$ cat src/rtl/seq_addsub.sv
// seq_addsub: multi-cycle add/sub, DIGIT bits per clock, with carry/overflow/zero/negative flags and optional saturation
module seq_addsub #(
    parameter int WIDTH    = 8,
    parameter int DIGIT    = 2,
    parameter int SATURATE = 0
) (
    input  logic             clk,
    input  logic             rst_n,
    input  logic             start,
    input  logic             op_sub,
    input  logic [WIDTH-1:0] a,
    input  logic [WIDTH-1:0] b,
    output logic             busy,
    output logic             done,
    output logic [WIDTH-1:0] result,
    output logic             cout,
    output logic             overflow,
    output logic             zero,
    output logic             negative
);
    localparam int N  = WIDTH / DIGIT;
    localparam int CW = (N > 1) ? $clog2(N) : 1;
    typedef enum logic [1:0] {IDLE, BUSY, DONE} state_t;
    state_t           state, state_nx;
    logic [WIDTH-1:0] a_r, b_r, sum_r, full, sat, res;
    logic [DIGIT:0]   slice;
    logic [CW-1:0]    cnt;
    logic             carry, a_sign, b_sign, take, last, ovf;
    assign busy = (state == BUSY);
    assign done = (state == DONE);
    // overflow from operand signs: same-sign inputs whose sum flips sign (equivalent to cin^cout at the MSB)
    always_comb begin
        take     = start && (state != BUSY);
        last     = (cnt == CW'(N - 1));
        slice    = {1'b0, a_r[DIGIT-1:0]} + {1'b0, b_r[DIGIT-1:0]} + {{DIGIT{1'b0}}, carry};
        full     = (sum_r >> DIGIT) | (WIDTH'(slice[DIGIT-1:0]) << (WIDTH - DIGIT));
        ovf      = (a_sign == b_sign) && (full[WIDTH-1] != a_sign);
        sat      = a_sign ? {1'b1, {(WIDTH-1){1'b0}}} : {1'b0, {(WIDTH-1){1'b1}}};
        res      = (SATURATE != 0 && ovf) ? sat : full;
        state_nx = take ? BUSY : (state == BUSY) ? (last ? DONE : BUSY) : IDLE;
    end
    always_ff @(posedge clk) begin
        if (!rst_n) begin
            state    <= IDLE;
            a_r      <= '0;
            b_r      <= '0;
            sum_r    <= '0;
            cnt      <= '0;
            carry    <= 1'b0;
            a_sign   <= 1'b0;
            b_sign   <= 1'b0;
            result   <= '0;
            cout     <= 1'b0;
            overflow <= 1'b0;
            zero     <= 1'b0;
            negative <= 1'b0;
        end else begin
            state <= state_nx;
            if (take) begin
                a_r    <= a;
                b_r    <= op_sub ? ~b : b;
                sum_r  <= '0;
                cnt    <= '0;
                carry  <= op_sub;
                a_sign <= a[WIDTH-1];
                b_sign <= op_sub ? ~b[WIDTH-1] : b[WIDTH-1];
            end else if (state == BUSY) begin
                a_r   <= a_r >> DIGIT;
                b_r   <= b_r >> DIGIT;
                sum_r <= full;
                cnt   <= cnt + CW'(1);
                carry <= slice[DIGIT];
                if (last) begin
                    result   <= res;
                    cout     <= slice[DIGIT];
                    overflow <= ovf;
                    zero     <= (res == '0);
                    negative <= res[WIDTH-1];
                end
            end
        end
    end
endmodule
$ cat config.mk
export PLATFORM = sky130hd
export DESIGN_NAME = seq_addsub
export DESIGN_NICKNAME = d
export VERILOG_FILES = /design/src/rtl/seq_addsub.sv
export SDC_FILE = /design/constraint.sdc
export NUM_CORES = 1
export LEC_CHECK = 0
export BUFFER_PORTS_ARGS = -buffer_cell sky130_fd_sc_hd__buf_2
export CAP_MARGIN = 40
export CORE_MARGIN = 3
export CORE_UTILIZATION = 54
export CTS_CLUSTER_DIAMETER = 30
export DETAILED_ROUTE_END_ITERATION = 7
export GPL_TIMING_DRIVEN = 0
export PLACE_DENSITY = 0.85
export SLEW_MARGIN = 15
export SYNTH_ARGS = -nofsm -noshare
export SYNTH_HDL_FRONTEND = slang
export SYNTH_SLANG_ARGS = --single-unit
$ cat constraint.sdc
create_clock -name clk -period 2.6 [get_ports clk]
set_clock_uncertainty 0.1 [all_clocks]
set_input_delay 0.26 -clock clk [delete_from_list [all_inputs] [get_ports clk]]
set_output_delay 0.26 -clock clk [all_outputs]
set_load 0.05 [all_outputs]
======== Word level (Yosys, flattened, before mapping) ========
Cells that the tools add are included.
Widths: inputs -> output; s select.
storage, ports and cells
  output and inout port bits .............. 14
  flip-flop bits (word level) ............. 43
  logic and storage cells ................. 47
operators by class
  bitwise logic cells ..................... 6
  muxes and demuxes ....................... 11
  reduce and logical (&&, ||, !) cells .... 7
  eq/ne operators ......................... 6
  $add $sub $neg .......................... 3
operators with widths
  cell                 count
  $mux 8               5
  $logic_not 8->1      1
  $not 8->8            1
  $or 6x8->8           1
  $mux 1               5
  $eq 2x2->1 const B   2
  $not 1->1            4
  $add 2x2->3          1
  $add 3x1->3          1
  $reduce_and 3->1     1
  $reduce_or 3->1      1
  $add 2x1->2 const B  1
  $eq 2x1->1 const B   1
  $logic_and 1x1->1    2
  $mux 2               1
  $ne 2x1->1 const B   1
  $reduce_bool 2->1    1
  $reduce_or 2->1      1
  $eq 1x1->1           1
  $ne 1x1->1           1

======== Depth between registers and ports, before layout ========
  depth in word-level cells ............... 5
  mapped depth ............................ 6

======== Least setup slack after synthesis ========
No wires, ideal clock.
  path kind ............................... register to register
  start ................................... register a_r[0]
  end ..................................... register overflow
  data arrival time ....................... 1.727 ns
  setup time .............................. 0.074 ns
  clock period less this slack ............ 1.901 ns
  setup slack ............................. 0.699 ns
  path buffers ............................ 0
  cell stages (with the launch flop) ...... 6
  cells stage by stage .................... dfxtp_1 inv_1 fa_1 fa_1 or3_1 a31oi_1
on the way
  cells in the longest elaborated chain, start to end .. 5
RTL lines
  element                   RTL line  text
  start: declaration        25        logic [WIDTH-1:0] a_r, b_r, sum_r, full, sat, res;
  start signal: assignment  68        a_r <= a_r >> DIGIT;
  $add 2x2->3               35        slice = {1'b0, a_r[DIGIT-1:0]} + {1'b0, b_r[DIGIT-1:0]} + {{DIGIT{1'b0}}, carry};
  $add 3x1->3               35
  $or 6x8->8                36        full = (sum_r >> DIGIT) | (WIDTH'(slice[DIGIT-1:0]) << (WIDTH - DIGIT));
  $ne 1x1->1                37        ovf = (a_sign == b_sign) && (full[WIDTH-1] != a_sign);
  $logic_and 1x1->1         37
  end signal: assignment    76        overflow <= ovf;
  end: declaration          17        output logic overflow,
No other way between the ends.
A chain may end at the register's enable or synchronous reset.

======== Final worst setup path ========
Ends and elaborated chain as after synthesis.

==> impl_metrics.json <==
{
  "status": "completed",
  "groute.usage.overall_pct": 22.2,
  "critPathArrivalTime_ns": 2.25,
  "clock_latency_ns": 0.35,
  "place_hpwl_mm": 2.91,
  "crit_family": "adder cells",
  "finalMaxSlewViolations": 0,
  "syn_to_final_growth_pct": 18.0,
  "cts_num_sinks": 40,
  "netlist_area_um2": 1880,
  "synth_area_leaders": "dfxtp_1, a211oi_2, buf_6",
  "h-tree-depth": 2,
  "cts_hold_repair.buffers": 0,
  "antenna_found_initial": 0,
  "ir_drop_v": 0.000463,
  "cpMostUsedCell": "fa_1",
  "yosysSeqAreaShare_pct": 42.6,
  "fin_total_pwr_mw": 1.48,
  "top_usage_layer": "met2",
  "core_um2": 3180,
  "final_cell_count_no_fill": 283,
  "finalCoreUtilization_pct": 69.7,
  "fmaxAchievable_mhz": 482,
  "die_y_um": 65.0,
  "initial_utilization_pct": 59.1,
  "clockBufferDepth": 2,
  "cts_tree": "yes",
  "wire_per_inst_um": 15.2,
  "syn-num-nets": 223,
  "grt_setup_unrepaired": "no",
  "synth_edf_count": 0,
  "crit_path_max_fanout": 5,
  "yosys_warnings": 0,
  "cp_slowest_stage_delay_ns": 0.54,
  "path_buf_inv": 1,
  "grt_pass1_vias": 1540,
  "dr.pass1.iters": 4,
  "synthCells": 200,
  "num_antenna_cells": 0,
  "avgSynthCellArea_um2": 9.39,
  "cts_setup_buffers": 0,
  "leakagePower_nw": 0.953,
  "grt_max_degree": 14,
  "synth_seq_cells": 40,
  "crit_path_cell_trace": "inv_1 > fa_1 > fa_1 > or3_1 > a31oi_1",
  "relSlewSlack_pct": 66.3,
  "max_slew.worst_pin.slew_ns": 0.506,
  "worstSetupPathType": "reg -> reg",
  "cts_root_buf": "clkbuf_4",
  "synth_cell_type_count": 37,
  "cap_violations": 0,
  "via_count": 1541,
  "slowest_stage": "fa_1",
  "min_period_ns": 2.08,
  "io_buffer_count": 31,
  "hold_class": "in -> reg",
  "timing.setup.tns_ns": 0,
  "nNetsFinal": 261,
  "required_ns": 2.78,
  "synthFlopType": "dfxtp_1",
  "dr.first_iter.drc_count": 62,
  "drc": 0,
  "final_area_um2": 2220,
  "synth_top_area_share_pct": 42.6,
  "numCtsBuffers": 5,
  "grt_pass1_wl_mm": 7.16,
  "gr-usage-met1_pct": 27.8,
  "dpl-instance-area_um2": 2090,
  "grt-ovfl-total": 0,
  "via_per_inst": 5.45,
  "place_congestion": 0.791,
  "yosysTopAreaCell": "dfxtp_1",
  "post_cts_resized": 0,
  "use_met2_pct": 38.4,
  "cp-start-kind": "flop",
  "die-area_um2": 4220,
  "fp-row-count": 20,
  "finalSetupViolations": 0,
  "fin_crit_sh_pct": 79.9,
  "drt-total-wl_mm": 4.30,
  "end_kind": "flop",
  "layout-drive-gt1-share_pct": 31.8,
  "cts.clk_slew.worst_paths_ns": 0.12,
  "postRouteAntennaNets": 0,
  "hold_violations": 0,
  "synthArstFlopShare_pct": 0,
  "final_common_cell": "dfxtp_1",
  "num_io_pins": 34,
  "p_per_area_nw_per_um2": 668,
  "final_cell_mix": "dfxtp_1, buf_2, nor2_1, nand2_1, nand3_1",
  "die_w_um": 65.0,
  "use_met3_pct": 4.68,
  "placed_cells": 275
}
## area by class of cell
class	instances	area, um^2
timing repair buffer	31	155
clock inverter	3	90.1
sequential	40	801
tap	44	55.1
fill	265	962
clock buffer	5	37.5
multi-input combinational	135	896
buffer	17	149
inverter	8	32.5
## metal layers
metal / wire [um] / share of wire, %
met5: 0 / 0
met3: 229 / 5.3
met1: 1860 / 43
met2: 2160 / 50
met4: 42 / 0.98
## cells by family after synthesis
family          Yosys count  synth area share, %
compound gates           49                 21.6
xor+xnor                  8                 3.73
fa+ha+maj                 3                 2.80
buf+inv                  25                 9.66
flops                    40                 42.6
mux                       6                 3.20
simple gates             69                 16.4
## sequential cells by signal, indices dropped and copies added, names as in the netlist
| signal | cells |
|---|---|
| a_r | 8 |
| b_r | 8 |
| result | 8 |
| sum_r | 6 |
| cnt | 2 |
| state | 2 |
| a_sign | 1 |
| b_sign | 1 |
| carry | 1 |
| cout | 1 |
| overflow | 1 |
| zero | 1 |
## Yosys cell counts (2+ instances only)
cell type  count
inv_2          2
xnor2_1        2
buf_6          8
fa_1           2
o211a_1        3
buf_2          2
buf_4          6
inv_1          5
a211oi_2      10
mux2i_1        6
o21ai_0        2
o21a_1         4
nor2_1        24
a21oi_1       12
nand3_1       14
xor2_1         6
nand2_1       20
o31ai_2        6
dfxtp_1       40
o21ai_1        6
and3_1         3
o211ai_1       2
## worst reg2reg max path: stages, from the launching register on
cell	delay, ns
dfxtp_1	0.33
inv_1	0.06
fa_1	0.43
fa_1	0.54
or3_1	0.35
a31oi_1	0.19
## where the power goes
part	internal [mW]	leakage (nW)	total, mW	switching, mW
registers	0.644	0.327	0.663	0.0186
clock network	0.396	0.0654	0.602	0.206
logic	0.0905	0.561	0.215	0.124
total	1.13	0.953	1.48	0.349
## final timing paths
path                     startpoint                     end  slack [ns]  cells after the start
max reg2reg     a_r[0]$_SDFFE_PN0P_   overflow$_SDFFE_PN0P_        0.52                      5
max             a_r[0]$_SDFFE_PN0P_   overflow$_SDFFE_PN0P_        0.52                      5
min                            a[6]     a_r[6]$_SDFFE_PN0P_        0.07                      3
min reg2reg  result[1]$_SDFFE_PN0P_  result[1]$_SDFFE_PN0P_        0.36                      2
## through the flow
step                worst slack, ns  hold slack, ns
floorplan                     0.699           0.298
finish                        0.523          0.0695
global placement              0.625           0.341
global route                  0.476          0.0906
detailed placement            0.588           0.346
CTS                           0.505          0.0656
Power figures use the tool's default switching activity.
